## src/rtl/trap_csr_if.sv

```systemverilog
`default_nettype none
// ============================================================================
// Module   : trap_csr_if
// Brief    : Trap/CSR request and response bundle between core and trap_csr.
// Revision : 1.0
// ============================================================================
interface trap_csr_if #(
    parameter int CSR_ADDR_W = 12
);
    logic                  MMU_WAIT;
    logic                  TRAP_EN;
    logic [31:0]           TRAP_PC;
    logic [31:0]           TRAP_CODE;
    logic [31:0]           TRAP_JMP_TO;
    logic                  MRET_EN;
    logic                  CSR_WREN;
    logic [CSR_ADDR_W-1:0] CSR_ADDR;
    logic [31:0]           CSR_WDATA;
    logic [31:0]           CSR_RDATA;
    logic [1:0]            TRAP_VEC_MODE;
    logic [31:0]           TRAP_VEC_BASE;
    logic                  INT_ALLOW;
    logic [1:0]            MODE;
    logic                  JMP_EN;
    logic [31:0]           JMP_TO;
    logic                  BUSY;

    modport master (
        output MMU_WAIT, TRAP_EN, TRAP_PC, TRAP_CODE, TRAP_JMP_TO, MRET_EN,
               CSR_WREN, CSR_ADDR, CSR_WDATA,
        input  CSR_RDATA, TRAP_VEC_MODE, TRAP_VEC_BASE, INT_ALLOW, MODE,
               JMP_EN, JMP_TO, BUSY
    );

    modport slave (
        input  MMU_WAIT, TRAP_EN, TRAP_PC, TRAP_CODE, TRAP_JMP_TO, MRET_EN,
               CSR_WREN, CSR_ADDR, CSR_WDATA,
        output CSR_RDATA, TRAP_VEC_MODE, TRAP_VEC_BASE, INT_ALLOW, MODE,
               JMP_EN, JMP_TO, BUSY
    );
endinterface
`default_nettype wire

```

## src/rtl/trap_csr.sv

```systemverilog
`default_nettype none
// ============================================================================
// Module   : trap_csr
// Brief    : Machine-mode trap CSRs with trap entry / MRET redirect sequencing.
// Revision : 1.0
// ============================================================================
module trap_csr #(
    parameter logic [1:0] RESET_MODE = 2'b11,
    parameter int         CSR_ADDR_W = 12
) (
    input  wire logic  CLK,
    input  wire logic  RST,
    trap_csr_if.slave  bus
);
    localparam logic [CSR_ADDR_W-1:0] c_ADDR_MSTATUS  = CSR_ADDR_W'(12'h300);
    localparam logic [CSR_ADDR_W-1:0] c_ADDR_MTVEC    = CSR_ADDR_W'(12'h305);
    localparam logic [CSR_ADDR_W-1:0] c_ADDR_MSCRATCH = CSR_ADDR_W'(12'h340);
    localparam logic [CSR_ADDR_W-1:0] c_ADDR_MEPC     = CSR_ADDR_W'(12'h341);
    localparam logic [CSR_ADDR_W-1:0] c_ADDR_MCAUSE   = CSR_ADDR_W'(12'h342);

    typedef enum logic [0:0] {
        S_IDLE     = 1'b0,
        S_REDIRECT = 1'b1
    } state_t;

    state_t      state_q, state_d;
    logic        mie_q, mie_d;
    logic        mpie_q, mpie_d;
    logic [1:0]  mpp_q, mpp_d;
    logic [1:0]  mode_q, mode_d;
    logic [31:0] mtvec_q, mtvec_d;
    logic [31:0] mscratch_q, mscratch_d;
    logic [31:0] mepc_q, mepc_d;
    logic [31:0] mcause_q, mcause_d;
    logic [31:0] tgt_q, tgt_d;

    logic w_trap_go;
    logic w_mret_go;
    logic w_wr_mstatus, w_wr_mtvec, w_wr_mscratch, w_wr_mepc, w_wr_mcause;

    always_comb begin
        w_trap_go     = (state_q == S_IDLE) && bus.TRAP_EN;
        w_mret_go     = (state_q == S_IDLE) && bus.MRET_EN && !bus.TRAP_EN;
        w_wr_mstatus  = bus.CSR_WREN && (bus.CSR_ADDR == c_ADDR_MSTATUS);
        w_wr_mtvec    = bus.CSR_WREN && (bus.CSR_ADDR == c_ADDR_MTVEC);
        w_wr_mscratch = bus.CSR_WREN && (bus.CSR_ADDR == c_ADDR_MSCRATCH);
        w_wr_mepc     = bus.CSR_WREN && (bus.CSR_ADDR == c_ADDR_MEPC);
        w_wr_mcause   = bus.CSR_WREN && (bus.CSR_ADDR == c_ADDR_MCAUSE);

        state_d    = (state_q == S_REDIRECT) ? S_IDLE : state_q;
        mie_d      = mie_q;
        mpie_d     = mpie_q;
        mpp_d      = mpp_q;
        mode_d     = mode_q;
        mtvec_d    = w_wr_mtvec    ? bus.CSR_WDATA : mtvec_q;
        mscratch_d = w_wr_mscratch ? bus.CSR_WDATA : mscratch_q;
        mepc_d     = mepc_q;
        mcause_d   = mcause_q;
        tgt_d      = tgt_q;

        // Entry owns mstatus/mepc/mcause this cycle; a colliding CSR write to them is dropped.
        if (w_trap_go) begin
            mepc_d   = {bus.TRAP_PC[31:2], 2'b00};
            mcause_d = bus.TRAP_CODE;
            mpie_d   = mie_q;
            mie_d    = 1'b0;
            mpp_d    = mode_q;
            mode_d   = 2'b11;
            tgt_d    = bus.TRAP_JMP_TO;
            state_d  = S_REDIRECT;
        end else if (w_mret_go) begin
            mie_d    = mpie_q;
            mpie_d   = 1'b1;
            mode_d   = mpp_q;
            mpp_d    = 2'b00;
            tgt_d    = mepc_q;
            state_d  = S_REDIRECT;
        end else begin
            if (w_wr_mstatus) begin
                mie_d  = bus.CSR_WDATA[3];
                mpie_d = bus.CSR_WDATA[7];
                mpp_d  = bus.CSR_WDATA[12:11];
            end
            if (w_wr_mepc) begin
                mepc_d = {bus.CSR_WDATA[31:2], 2'b00};
            end
            if (w_wr_mcause) begin
                mcause_d = bus.CSR_WDATA;
            end
        end
    end

    always_ff @(posedge CLK or negedge RST) begin
        if (!RST) begin
            state_q    <= S_IDLE;
            mie_q      <= 1'b0;
            mpie_q     <= 1'b0;
            mpp_q      <= 2'b00;
            mode_q     <= RESET_MODE;
            mtvec_q    <= 32'h0;
            mscratch_q <= 32'h0;
            mepc_q     <= 32'h0;
            mcause_q   <= 32'h0;
            tgt_q      <= 32'h0;
        end else if (!bus.MMU_WAIT) begin
            state_q    <= state_d;
            mie_q      <= mie_d;
            mpie_q     <= mpie_d;
            mpp_q      <= mpp_d;
            mode_q     <= mode_d;
            mtvec_q    <= mtvec_d;
            mscratch_q <= mscratch_d;
            mepc_q     <= mepc_d;
            mcause_q   <= mcause_d;
            tgt_q      <= tgt_d;
        end
    end

    always_comb begin
        bus.CSR_RDATA = 32'h0;
        case (bus.CSR_ADDR)
            c_ADDR_MSTATUS:  bus.CSR_RDATA = {19'h0, mpp_q, 3'b000, mpie_q, 3'b000, mie_q, 3'b000};
            c_ADDR_MTVEC:    bus.CSR_RDATA = mtvec_q;
            c_ADDR_MSCRATCH: bus.CSR_RDATA = mscratch_q;
            c_ADDR_MEPC:     bus.CSR_RDATA = mepc_q;
            c_ADDR_MCAUSE:   bus.CSR_RDATA = mcause_q;
            default:         bus.CSR_RDATA = 32'h0;
        endcase
    end

    assign bus.JMP_EN        = (state_q == S_REDIRECT);
    assign bus.JMP_TO        = (state_q == S_REDIRECT) ? tgt_q : 32'h0;
    assign bus.BUSY          = (state_q != S_IDLE);
    assign bus.INT_ALLOW     = mie_q;
    assign bus.MODE          = mode_q;
    assign bus.TRAP_VEC_MODE = mtvec_q[1:0];
    assign bus.TRAP_VEC_BASE = {mtvec_q[31:2], 2'b00};

endmodule
`default_nettype wire

```

## src/flat_wrapper.sv

```systemverilog
// flat-port wrapper written by rule: the top's interface ports become plain ports
module trap_csr_flat 
#(
    parameter logic [1:0] RESET_MODE = 2'b11,
    parameter int         CSR_ADDR_W = 12
)
  (CLK, RST, bus_MMU_WAIT, bus_TRAP_EN, bus_TRAP_PC, bus_TRAP_CODE, bus_TRAP_JMP_TO, bus_MRET_EN, bus_CSR_WREN, bus_CSR_ADDR, bus_CSR_WDATA, bus_CSR_RDATA, bus_TRAP_VEC_MODE, bus_TRAP_VEC_BASE, bus_INT_ALLOW, bus_MODE, bus_JMP_EN, bus_JMP_TO, bus_BUSY);
  trap_csr_if #(.CSR_ADDR_W(CSR_ADDR_W)) bus_i ();
  input  wire logic CLK;
  input  wire logic RST;
  input wire logic [$bits(bus_i.MMU_WAIT)-1:0] bus_MMU_WAIT;
  input wire logic [$bits(bus_i.TRAP_EN)-1:0] bus_TRAP_EN;
  input wire logic [$bits(bus_i.TRAP_PC)-1:0] bus_TRAP_PC;
  input wire logic [$bits(bus_i.TRAP_CODE)-1:0] bus_TRAP_CODE;
  input wire logic [$bits(bus_i.TRAP_JMP_TO)-1:0] bus_TRAP_JMP_TO;
  input wire logic [$bits(bus_i.MRET_EN)-1:0] bus_MRET_EN;
  input wire logic [$bits(bus_i.CSR_WREN)-1:0] bus_CSR_WREN;
  input wire logic [$bits(bus_i.CSR_ADDR)-1:0] bus_CSR_ADDR;
  input wire logic [$bits(bus_i.CSR_WDATA)-1:0] bus_CSR_WDATA;
  output wire logic [$bits(bus_i.CSR_RDATA)-1:0] bus_CSR_RDATA;
  output wire logic [$bits(bus_i.TRAP_VEC_MODE)-1:0] bus_TRAP_VEC_MODE;
  output wire logic [$bits(bus_i.TRAP_VEC_BASE)-1:0] bus_TRAP_VEC_BASE;
  output wire logic [$bits(bus_i.INT_ALLOW)-1:0] bus_INT_ALLOW;
  output wire logic [$bits(bus_i.MODE)-1:0] bus_MODE;
  output wire logic [$bits(bus_i.JMP_EN)-1:0] bus_JMP_EN;
  output wire logic [$bits(bus_i.JMP_TO)-1:0] bus_JMP_TO;
  output wire logic [$bits(bus_i.BUSY)-1:0] bus_BUSY;
  assign bus_i.MMU_WAIT = bus_MMU_WAIT;
  assign bus_i.TRAP_EN = bus_TRAP_EN;
  assign bus_i.TRAP_PC = bus_TRAP_PC;
  assign bus_i.TRAP_CODE = bus_TRAP_CODE;
  assign bus_i.TRAP_JMP_TO = bus_TRAP_JMP_TO;
  assign bus_i.MRET_EN = bus_MRET_EN;
  assign bus_i.CSR_WREN = bus_CSR_WREN;
  assign bus_i.CSR_ADDR = bus_CSR_ADDR;
  assign bus_i.CSR_WDATA = bus_CSR_WDATA;
  assign bus_CSR_RDATA = bus_i.CSR_RDATA;
  assign bus_TRAP_VEC_MODE = bus_i.TRAP_VEC_MODE;
  assign bus_TRAP_VEC_BASE = bus_i.TRAP_VEC_BASE;
  assign bus_INT_ALLOW = bus_i.INT_ALLOW;
  assign bus_MODE = bus_i.MODE;
  assign bus_JMP_EN = bus_i.JMP_EN;
  assign bus_JMP_TO = bus_i.JMP_TO;
  assign bus_BUSY = bus_i.BUSY;
  trap_csr #(.RESET_MODE(RESET_MODE), .CSR_ADDR_W(CSR_ADDR_W)) u_core (.CLK(CLK), .RST(RST), .bus(bus_i));
endmodule
```

## config.mk

```make
export PLATFORM = sky130hd
export DESIGN_NAME = trap_csr_flat
export DESIGN_NICKNAME = d
export VERILOG_FILES = /design/src/rtl/trap_csr_if.sv /design/src/rtl/trap_csr.sv /design/src/flat_wrapper.sv
export SDC_FILE = /design/constraint.sdc
export NUM_CORES = 1
export LEC_CHECK = 0
export BUFFER_PORTS_ARGS = -buffer_cell sky130_fd_sc_hd__buf_2
export CORE_MARGIN = 4
export CORE_UTILIZATION = 50
export CTS_BUF_LIST = sky130_fd_sc_hd__clkbuf_4 sky130_fd_sc_hd__clkbuf_8
export DETAILED_ROUTE_END_ITERATION = 16
export HOLD_SLACK_MARGIN = 0.06
export PLACE_DENSITY = 0.78
export SLEW_MARGIN = 20
export SYNTH_ARGS = -nofsm -noshare
export SYNTH_HDL_FRONTEND = slang
export SYNTH_SLANG_ARGS = --single-unit
```

## constraint.sdc

```tcl
create_clock -name CLK -period 5.35 [get_ports CLK]
set_input_delay 0.2675 -clock CLK [delete_from_list [all_inputs] [get_ports CLK]]
set_output_delay 0.2675 -clock CLK [all_outputs]
set_load 0.005 [all_outputs]
```

==> results of run 1 <==
-- critical path, delay by kind of cell --
| kind | cells | cell delay [ns] |
|---|---|---|
| and+or+nand+nor | 3 | 1.60 |
| buffers and inverters | 3 | 0.72 |
| AOI/OAI and AO/OA | 1 | 0.15 |
-- cell type report --
| type | count | area (um^2) |
|---|---|---|
| timing repair buffer | 301 | 1765 |
| sequential | 165 | 4131 |
| multi-input combinational | 502 | 3824 |
| tap | 216 | 270.3 |
| clock inverter | 9 | 101.3 |
| fill | 1293 | 5604 |
| inverter | 2 | 7.507 |
| clock buffer | 22 | 296.5 |
-- registers in the layout (all words and copies together) (netlist names) --
signal	cells
u_core.bus.BUSY	1
u_core.tgt_q	32
u_core.mcause_q	32
u_core.mtvec_q	32
u_core.bus.MODE	2
u_core.mepc_q	30
u_core.mscratch_q	32
u_core.bus.INT_ALLOW	1
u_core.mpie_q	1
u_core.mpp_q	2
-- cells by family (layout without fill, tap and decap cells) --
| group | after synthesis | count (layout) | share of synthesized area |
|---|---|---|---|
| flip-flops | 165 | 165 | 0.5041 |
| AND/OR/NAND/NOR | 263 | 263 | 0.1649 |
| buffers and inverters | 67 | 334 | 0.03679 |
| multiplexers | 98 | 98 | 0.1299 |
| other | 1 | 2 | 0.0004576 |
| AO/OA/AOI/OAI | 139 | 139 | 0.1638 |
-- repair_timing --
item                                    4_1_cts  5_1_grt
endpoints found under the hold margin        83        0
endpoints found under the setup margin        0        0
hold buffers                                 44        0
-- report_power, final --
group          switching, mW  internal, mW  total, mW
Clock                  0.453         0.464      0.917
Sequential             0.131          1.44       1.57
Combinational          0.305         0.326      0.631
Total                  0.889          2.23       3.12
-- final timing paths --
check | cells past startpoint | endpoint | startpoint
max in group asynchronous | 3 | u_core.mscratch_q[30] | RST
min in group asynchronous | 2 | u_core.tgt_q[6] | RST
setup reg to reg | 6 | u_core.mepc_q[19] | u_core.bus.BUSY
hold reg to reg | 1 | u_core.tgt_q[0] | u_core.tgt_q[0]
hold / removal | 3 | u_core.tgt_q[21] | bus_TRAP_JMP_TO[21]
setup / recovery | 7 | bus_CSR_RDATA[25] | bus_CSR_ADDR[5]
-- metrics by stage --
step | setup WS (ns) | instances | hold WS [ns] | total power, mW
floorplan | 3.355 | 734 | -0.02809 | 1.930
global placement | 2.298 | 1142 | 0.1862 | 2.177
detailed placement | 2.248 | 1142 | 0.1845 | 2.198
CTS | 2.364 | 1217 | 0.06064 | 3.134
global route | 2.196 | 1217 | 0.06519 | 3.276
finish | 2.336 | 1217 | 0.08935 | 3.122
-- layer usage --
layer / vias up / GRT usage / share of wire / wire length, um
li1: 3247 / - / - / -
met1: 3574 / 0.3777 / 0.42 / 10850
met2: 367 / 0.4637 / 0.48 / 12440
met3: 20 / 0.05885 / 0.087 / 2246
met4: 0 / 0.06159 / 0.0087 / 225
met5: - / 0 / 0 / 0
-- synthesized netlist by cell type (3+ instances only) --
| cell | number | area share |
|---|---|---|
| buf_6 | 3 | 0.0041 |
| clkbuf_1 | 49 | 0.022 |
| mux2i_1 | 31 | 0.038 |
| mux2_1 | 32 | 0.044 |
| and2_1 | 34 | 0.026 |
| buf_2 | 4 | 0.0024 |
| mux2_2 | 35 | 0.048 |
| o221a_2 | 61 | 0.084 |
| nand2_1 | 74 | 0.034 |
| nor4_1 | 4 | 0.0031 |
| o22a_1 | 3 | 0.0032 |
| nand3_1 | 3 | 0.0018 |
| buf_4 | 6 | 0.0055 |
| a22o_1 | 4 | 0.0043 |
| a31oi_1 | 30 | 0.023 |
| nand2b_1 | 6 | 0.0046 |
| a221o_1 | 28 | 0.034 |
| nor2_1 | 61 | 0.028 |
| a22oi_1 | 3 | 0.0027 |
| or3_1 | 62 | 0.047 |
| dfrtp_1 | 163 | 0.50 |
| buf_1 | 3 | 0.0014 |
-- cell usage in the layout (no fill, tap or decap), drive strengths merged, types with 22 or more instances in the layout --
| master | n |
|---|---|
| a221o | 28 |
| a31oi | 30 |
| and2 | 34 |
| buf | 257 |
| clkbuf | 22 |
| dfrtp | 163 |
| dlygate4sd3 | 44 |
| mux2 | 67 |
| mux2i | 31 |
| nand2 | 75 |
| nor2 | 61 |
| o221a | 62 |
| or3 | 62 |
==> metrics.txt, run 1 <==
final period utilization=0.5633; fmax=0.3318 GHz; Yosys Warn Count=0; final net count=1135; GRT overflow=0; number of setup violations in the final report=0; Sink Count=165; row count=46; wire per inst=21.17 um; pwr dens=300.3 nW/um^2; CP arrival=2.75 ns; layout cells sized above 1=0.4016; Diodes inserted=0; RSZ-0062 raised after global routing=false; Slew headroom=0.2794; Yosys reg bits=165; Seq/Total Area, Yosys=0.5041; static leakage=5.089 nW; placed inst area=9558 um^2; final WL=25760 um; CTS Buf Count=17; Core Area=16000 um^2; pin count of the biggest net entering global routing=96; setup TNS=0 ns; hold crit path type=in2reg; status=finished clean; CTS tree=built; ANT nets after route=0; chip width=136.0 um; Synth Flop Type=dfrtp_1; total number of vias=7208; slowest stage delay, CP=0.77 ns; first-pass GRT wire length=39760 um; kind of start point of the critical path=primary input; Crit-path slowest cell=nand4_1; Top Ports=249; cell mode on critical path=buf_2; Peak supply drop=0.1532 mV; DIE HEIGHT=136.0 um; setup repair bufs after CTS=0; Vias/cell=5.923; Detailed Place HPWL=16650 um; initial core utilization=0.5122; vias in the first global route=7262; clock slew at reported path FFs=0.09 ns; drt pass-1 iters=6; CTS resizes=0; final core utilization=0.6498; DR iter-0 viols=549; Max Buffers Root-to-Sink=2; Final Slew Violations=0; CP Capture Type=primary output; RD Place Congestion=0.7963; post-route cell area=10400 um^2; Cell variety after synth=49; async set-or-reset flop fraction in the synthesized netlist=1.000; Syn Inst Count=733; Syn Area/Cell=11.18 um^2; antenna violations before repair=0; Period minus WS final=3.014 ns; root buffer cell=clkbuf_8; R2R setup slack=2.61 ns; Tot GR Track Use=0.2785; Fin Clk Skew=0.01072 ns; max cap viols=0; Slew @ Worst Pin=1.077 ns; PortBufs=244; clk_lat worst skew=0.46 ns; Critical Path RT=5.08 ns; Layout area overhead=26.85%; CP cell instances=buf_2 -> nor4_1 -> nand4_1 -> buf_4 -> nor2_1 -> a221o_1 -> buf_2; Remaining DRCs=0; Hold Violations, Final=0; H-tree Lvls=4; synthesized area=8195 um^2; Die Area=18500 um^2; EDFF count, synth=0; CP Max Fanout=18; Crit Path Class=in2out
(Power assumes the default switching activity.)
==> run 2: changes to the inputs <==
Settings changed: CORE_UTILIZATION 50 to 48.
Clock period 5.35 ns to 2.5 ns, I/O delays scaled along.
==> run 2 against run 1 <==
  * Power grew 130%
  * Sequential share of layout area shrank 3.9 points
  * Die area grew 3.9%
  * Clock power grew 140%
  * Via count grew 9.2%
  * Largest cell class unchanged
  * Largest power group unchanged
==> metrics.txt, run 2 (synthesis gave the netlist of run 1 again) <==
setup TNS=0 ns (unchanged); number of setup violations in the final report=0 (unchanged); total number of vias=7872 (+9.2%); ANT nets after route=0 (unchanged); max cap viols=0 (unchanged); sequential share of power=0.477 (-0.027); Core Area=16640 um^2 (+4.0%); Tot GR Track Use=0.2893 (+0.01073); most frequent cells in the layout=buf_2 (243), dfrtp_1 (163), dlygate4sd3_1 (128), nand2_1 (74), or3_1 (62); pwr dens=614.2 nW/um^2 (+100%); Die Area=19230 um^2 (+3.9%); antenna violations before repair=2 (+2); layout cells sized above 1=0.3828 (-0.01879); Vias/cell=5.932 (+0.16%); commonest non-fill, non-tap cell in the layout=buf_2; clk_lat worst skew=0.44 ns (-0.02 ns); hold crit path type=in2reg; Layout area overhead=40.79%; Int Pwr=5.064 mW (+130%); Crit Path Class=reg2reg; wire per inst=21.36 um (+0.88%); setup repair bufs after CTS=0 (unchanged); pin count of the biggest net entering global routing=73 (-24%); post-route insts no fill=1327 (+9.0%); final worst setup slack=0.05409 ns (-2.282 ns); Critical Path RT=2.83 ns (-2.25 ns); status=finished clean; Slew headroom=0.5391 (+0.2598); Period minus WS final=2.446 ns; clock slew at reported path FFs=0.09 ns (about the same); Comb power frac=0.214 (+0.012); DP Cell Count=1165 (+2.0%); DIE HEIGHT=138.7 um (+1.9%); RSZ-0062 raised after global routing=false; final WL=28340 um (+10%); PortBufs=244 (unchanged); hold_ws=0.1915 ns (+0.1021 ns); first-pass GRT wire length=44650 um (+12%); GRT overflow=0 (unchanged); fmax=0.4088 GHz; Top Ports=249 (unchanged); drt pass-1 iters=6 (unchanged); Fin Clk Skew=0.01396 ns (+0.003232 ns); vias in the first global route=8238 (+13%); pre-CTS setup slack=0.4545 ns (-1.793 ns); CP Max Fanout=16 (-2); Final Slew Violations=0 (unchanged); H-tree Lvls=4 (unchanged); final net count=1238 (+9.1%); kind of start point of the critical path=flop; static leakage=5.572 nW (+9.5%); Remaining DRCs=0 (unchanged); Clock Power Share=0.310 (+0.016); row count=47 (+2.2%); root buffer cell=clkbuf_8; Max Buffers Root-to-Sink=2 (unchanged); R2R setup slack=0.05 ns (-2.56 ns); final period utilization=0.9784; CP Capture Type=flop; CP arrival=2.77 ns (+0.02 ns); Switching Share=0.2853 (+0.0006971); Peak supply drop=0.4949 mV (+220%); Hold Violations, Final=0 (unchanged); NetSw=2.022 mW (+130%); CTS tree=built; CTS Buf Count=17 (unchanged); chip width=138.7 um (+1.9%); Sink Count=165 (unchanged); initial core utilization=0.4924 (-0.01975); Slew @ Worst Pin=0.6913 ns (-0.3856 ns); Detailed Place HPWL=17870 um (+7.3%); DR iter-0 viols=550 (+0.18%); RD Place Congestion=0.8575 (+7.7%)
[run 2: cell types whose count changed in the layout (fill, tap and decap cells not counted), sizes merged, moves of 3 or more]
cell / delta
buf: +19
clkinv: -4
clkbuf: -3
inv: +4
dlygate4sd3: +84
[run 2: final timing paths]
check                                           from              endpoint  cells after the start
worst max-delay path                 u_core.bus.BUSY     u_core.mepc_q[11]                      6
min in group asynchronous                        RST     u_core.mtvec_q[0]                      2
worst min register to register  u_core.mscratch_q[5]  u_core.mscratch_q[5]                      1
worst min-delay path                     bus_TRAP_EN      u_core.tgt_q[25]                      4
worst max register to register       u_core.bus.BUSY     u_core.mepc_q[11]                      6
max in group asynchronous                        RST   u_core.mcause_q[10]                      3
[run 2: final cells by class]
| class | instances | area, um^2 |
|---|---|---|
| inverters | 2 | 7.507 |
| diodes | 2 | 5.005 |
| well taps | 220 | 275.3 |
| fillers | 1171 | 5104 |
| flip-flops and latches | 165 | 4131 |
| multi-input cells | 502 | 3827 |
| clock buffers | 19 | 261.5 |
| clock inverters | 13 | 193.9 |
| repair buffers | 404 | 2836 |
[run 2: power groups by stage]
stage	registers (mW)	clock network [mW]	logic, mW
floorplan	3.32	0	0.807
global placement	3.39	0	1.30
detailed placement	3.41	0	1.33
CTS	3.36	2.24	1.50
global route	3.42	2.33	1.66
finish	3.38	2.19	1.51
[run 2: per-layer routing]
metal,GRT usage,vias to the layer above,share of wire
li1,-,3451,-
met1,0.3634,3889,0.39
met3,0.06862,73,0.084
met4,0.1071,0,0.031
met2,0.4895,459,0.49
met5,0,-,0
[run 2: worst max-delay path: stages (launching register included)]
cell and delay, ns:
dfrtp_1 0.43, or3b_2 0.54, nand4_1 0.24, o31ai_4 0.09, buf_4 0.23, o221a_2 0.26
dlygate4sd3_1 0.55
[run 2: stage by stage]
| stage | util | instance area [um^2] | total power [mW] |
|---|---|---|---|
| 6_report | 0.6933 | 11540 | 7.086 |
| 2_1_floorplan | - | 8199 | 4.131 |
| 5_1_grt | 0.6933 | 11540 | 7.414 |
| 3_3_place_gp | 0.5885 | 9793 | 4.690 |
| 3_5_place_dp | 0.5885 | 9793 | 4.745 |
| 4_1_cts | 0.6928 | 11530 | 7.094 |
[run 2: what timing repair did]
item | in CTS | in global routing
hold endpoints to repair | 225 | 0
resized for setup | 0 | 1
hold buffers | 128 | 0
setup endpoints to repair | 0 | 1
==> run 3: changes to the inputs <==
Settings changed: CORE_UTILIZATION 48 to 50.
Clock period 2.5 ns to 3.16 ns, I/O delays scaled along.
==> run 3 against run 2 <==
  * Worst hold slack worse by 0.12 ns
  * Via count is 1.7% lower
  * Utilization is 0.92 points higher
  * Highest routed layer unchanged
  * Combinational power is 23% lower
  * Global-route usage is 0.63 points higher
  * Clock skew is 0.00088 ns lower
  * First-iteration DRC count is 23% higher
  * Cell area is 2.6% lower
==> metrics.txt, run 3 (synthesis gave the netlist of run 1 again) <==
DIE HEIGHT=136.0 um (-1.9%); hold endpoint=u_core.mcause_q[11]; root buffer cell=clkbuf_8; Top delay family on crit path=compound AO/OA/AOI/OAI gates; hold crit path type=in2reg; CP cell instances=or3b_2 -> nand4_1 -> o21ai_4 -> o221a_2; Layout area overhead=37.16%; CP arrival=2.88 ns (+0.11 ns); Remaining DRCs=0 (unchanged); vias in the first global route=7746 (-6.0%); clock slew at reported path FFs=0.09 ns (about the same); pwr dens=480.9 nW/um^2 (-22%); drt pass-1 iters=5 (-1); final WL=27480 um (-3.0%); pin count of the biggest net entering global routing=96 (+32%); Top Ports=249 (unchanged); row count=46 (-2.1%); Sink Count=165 (unchanged); PortBufs=244 (unchanged); Core Area=16000 um^2 (-3.9%); first-pass GRT wire length=42300 um (-5.3%); clk_lat worst skew=0.46 ns (+0.02 ns); commonest non-fill, non-tap cell in the layout=buf_2; chip width=136.0 um (-1.9%); wire per inst=21.13 um (-1.0%); Buf+Inv Stages, Crit Path=0 (-2); Hold Violations, Final=0 (unchanged); Final Slew Violations=0 (unchanged); Vias/cell=5.955 (+0.39%); RR Startpoint=u_core.bus.BUSY; max cap viols=0 (unchanged); Slew @ Worst Pin=1.044 ns (+0.3523 ns); setup repair bufs after CTS=0 (unchanged); CTS tree=built; Filler cells=1134 (-3.2%); kind of start point of the critical path=flop; CTS Buf Count=17 (unchanged); fmax=0.4033 GHz (-1.4%); status=finished clean; CP Capture Type=flop; initial core utilization=0.5122 (+0.01975); hold_ws=0.07507 ns (-0.1164 ns); RD Place Congestion=0.7790 (-9.2%); setup TNS=0 ns (unchanged); Max Buffers Root-to-Sink=2 (unchanged); Slew headroom=0.3016 (-0.2375); Peak supply drop=0.2884 mV (-42%); R2R setup slack=0.68 ns (+0.63 ns); Period minus WS final=2.479 ns (+0.03350 ns); static leakage=5.444 nW (-2.3%); most frequent cells in the layout=buf_2 (243), dfrtp_1 (163), dlygate4sd3_1 (123), nand2_1 (74), or3_1 (62); antenna violations before repair=0 (-2); Crit Path Class=reg2reg; post-route insts no fill=1300 (-2.0%); Critical Path RT=3.56 ns (+0.73 ns); ANT nets after route=0 (unchanged); final period utilization=0.7846 (-0.1937); Die Area=18500 um^2 (-3.8%); Diodes inserted=0 (-2); final net count=1218 (-1.6%); Tot GR Track Use=0.2956 (+0.006318); FF-to-FF End=u_core.mcause_q[4]; number of setup violations in the final report=0 (unchanged); DR iter-0 viols=678 (+23%); total number of vias=7742 (-1.7%); Crit. Startpoint=u_core.bus.BUSY; Fin Clk Skew=0.01308 ns (-0.0008762 ns); H-tree Lvls=4 (unchanged); Crit-path slowest cell=o21ai_4; layout cells sized above 1=0.3745 (-0.008267); min-delay src=bus_TRAP_CODE[11]; Hold Path Stages=3 (-1); RSZ-0062 raised after global routing=false; Detailed Place HPWL=16830 um (-5.8%); worst-case reg-to-reg path depth=4 (-2); GRT overflow=0 (unchanged); DP Cell Count=1146 (-1.6%); CP Max Fanout=32 (+16); slowest stage delay, CP=0.88 ns (+0.33 ns)
-- run 3: changes by cell type in the layout (fill, tap and decap cells not counted), moves of 2 or more --
| cell | delta |
|---|---|
| clkinv_2 | +2 |
| bufinv_16 | -2 |
| diode_2 | -2 |
| buf_4 | -10 |
| dlygate4sd3_1 | -5 |
| clkbuf_4 | +3 |
| buf_12 | -5 |
| inv_6 | -2 |
-- run 3: final cells by class --
cell class,count,area (um^2),area share
clock buffer,23,297.8,0.02649
clock inverter,8,98.84,0.008793
inverter,2,7.507,0.0006679
multi-input combinational,502,3824,0.3402
sequential,165,4131,0.3675
tap,216,270.3,0.02404
timing repair buffer,384,2611,0.2323
-- run 3: stage by stage --
stage	utilization	area (um^2)	total power, mW	worst slack (ns)
after global routing	0.7025	11240	5.651	0.6134
final	0.7025	11240	5.406	0.6806
after global placement	0.6008	9613	3.686	0.7568
after detailed placement	0.6008	9613	3.721	0.6999
after floorplan	-	8199	3.268	1.311
after CTS	0.7025	11240	5.385	0.7253
-- run 3: worst max path at each step --
stage	endpoint	slack, ns	cells past startpoint
5_1_grt	u_core.mcause_q[2]	0.61	4
4_1_cts	u_core.mcause_q[16]	0.73	4
6_report	u_core.mcause_q[4]	0.68	4
2_1_floorplan	u_core.mscratch_q[10]	1.31	5
3_5_place_dp	u_core.mcause_q[16]	0.70	5
3_3_place_gp	u_core.mcause_q[5]	0.76	5
-- run 3: layer usage --
metal	GRT usage	share of wire
met4	0.1008	0.024
met1	0.3945	0.42
met5	0	0
met3	0.06773	0.088
met2	0.4774	0.47
-- run 3: what timing repair did --
action / in CTS / in global routing
resized for setup: 0 / 0
hold buffers: 123 / 0
hold endpoints to repair: 226 / 0
-- run 3: where the power goes --
group | total (mW) | internal (mW) | switching [mW]
Clock | 1.57 | 0.786 | 0.784
Combinational | 1.16 | 0.619 | 0.538
Sequential | 2.68 | 2.44 | 0.235
Total | 5.41 | 3.85 | 1.56
-- run 3: worst register-to-register path, stage by stage (launching register included) --
cell and delay [ns]:
dfrtp_1 0.62, or3b_2 0.29, nand4_1 0.23, o21ai_4 0.88, o221a_2 0.39
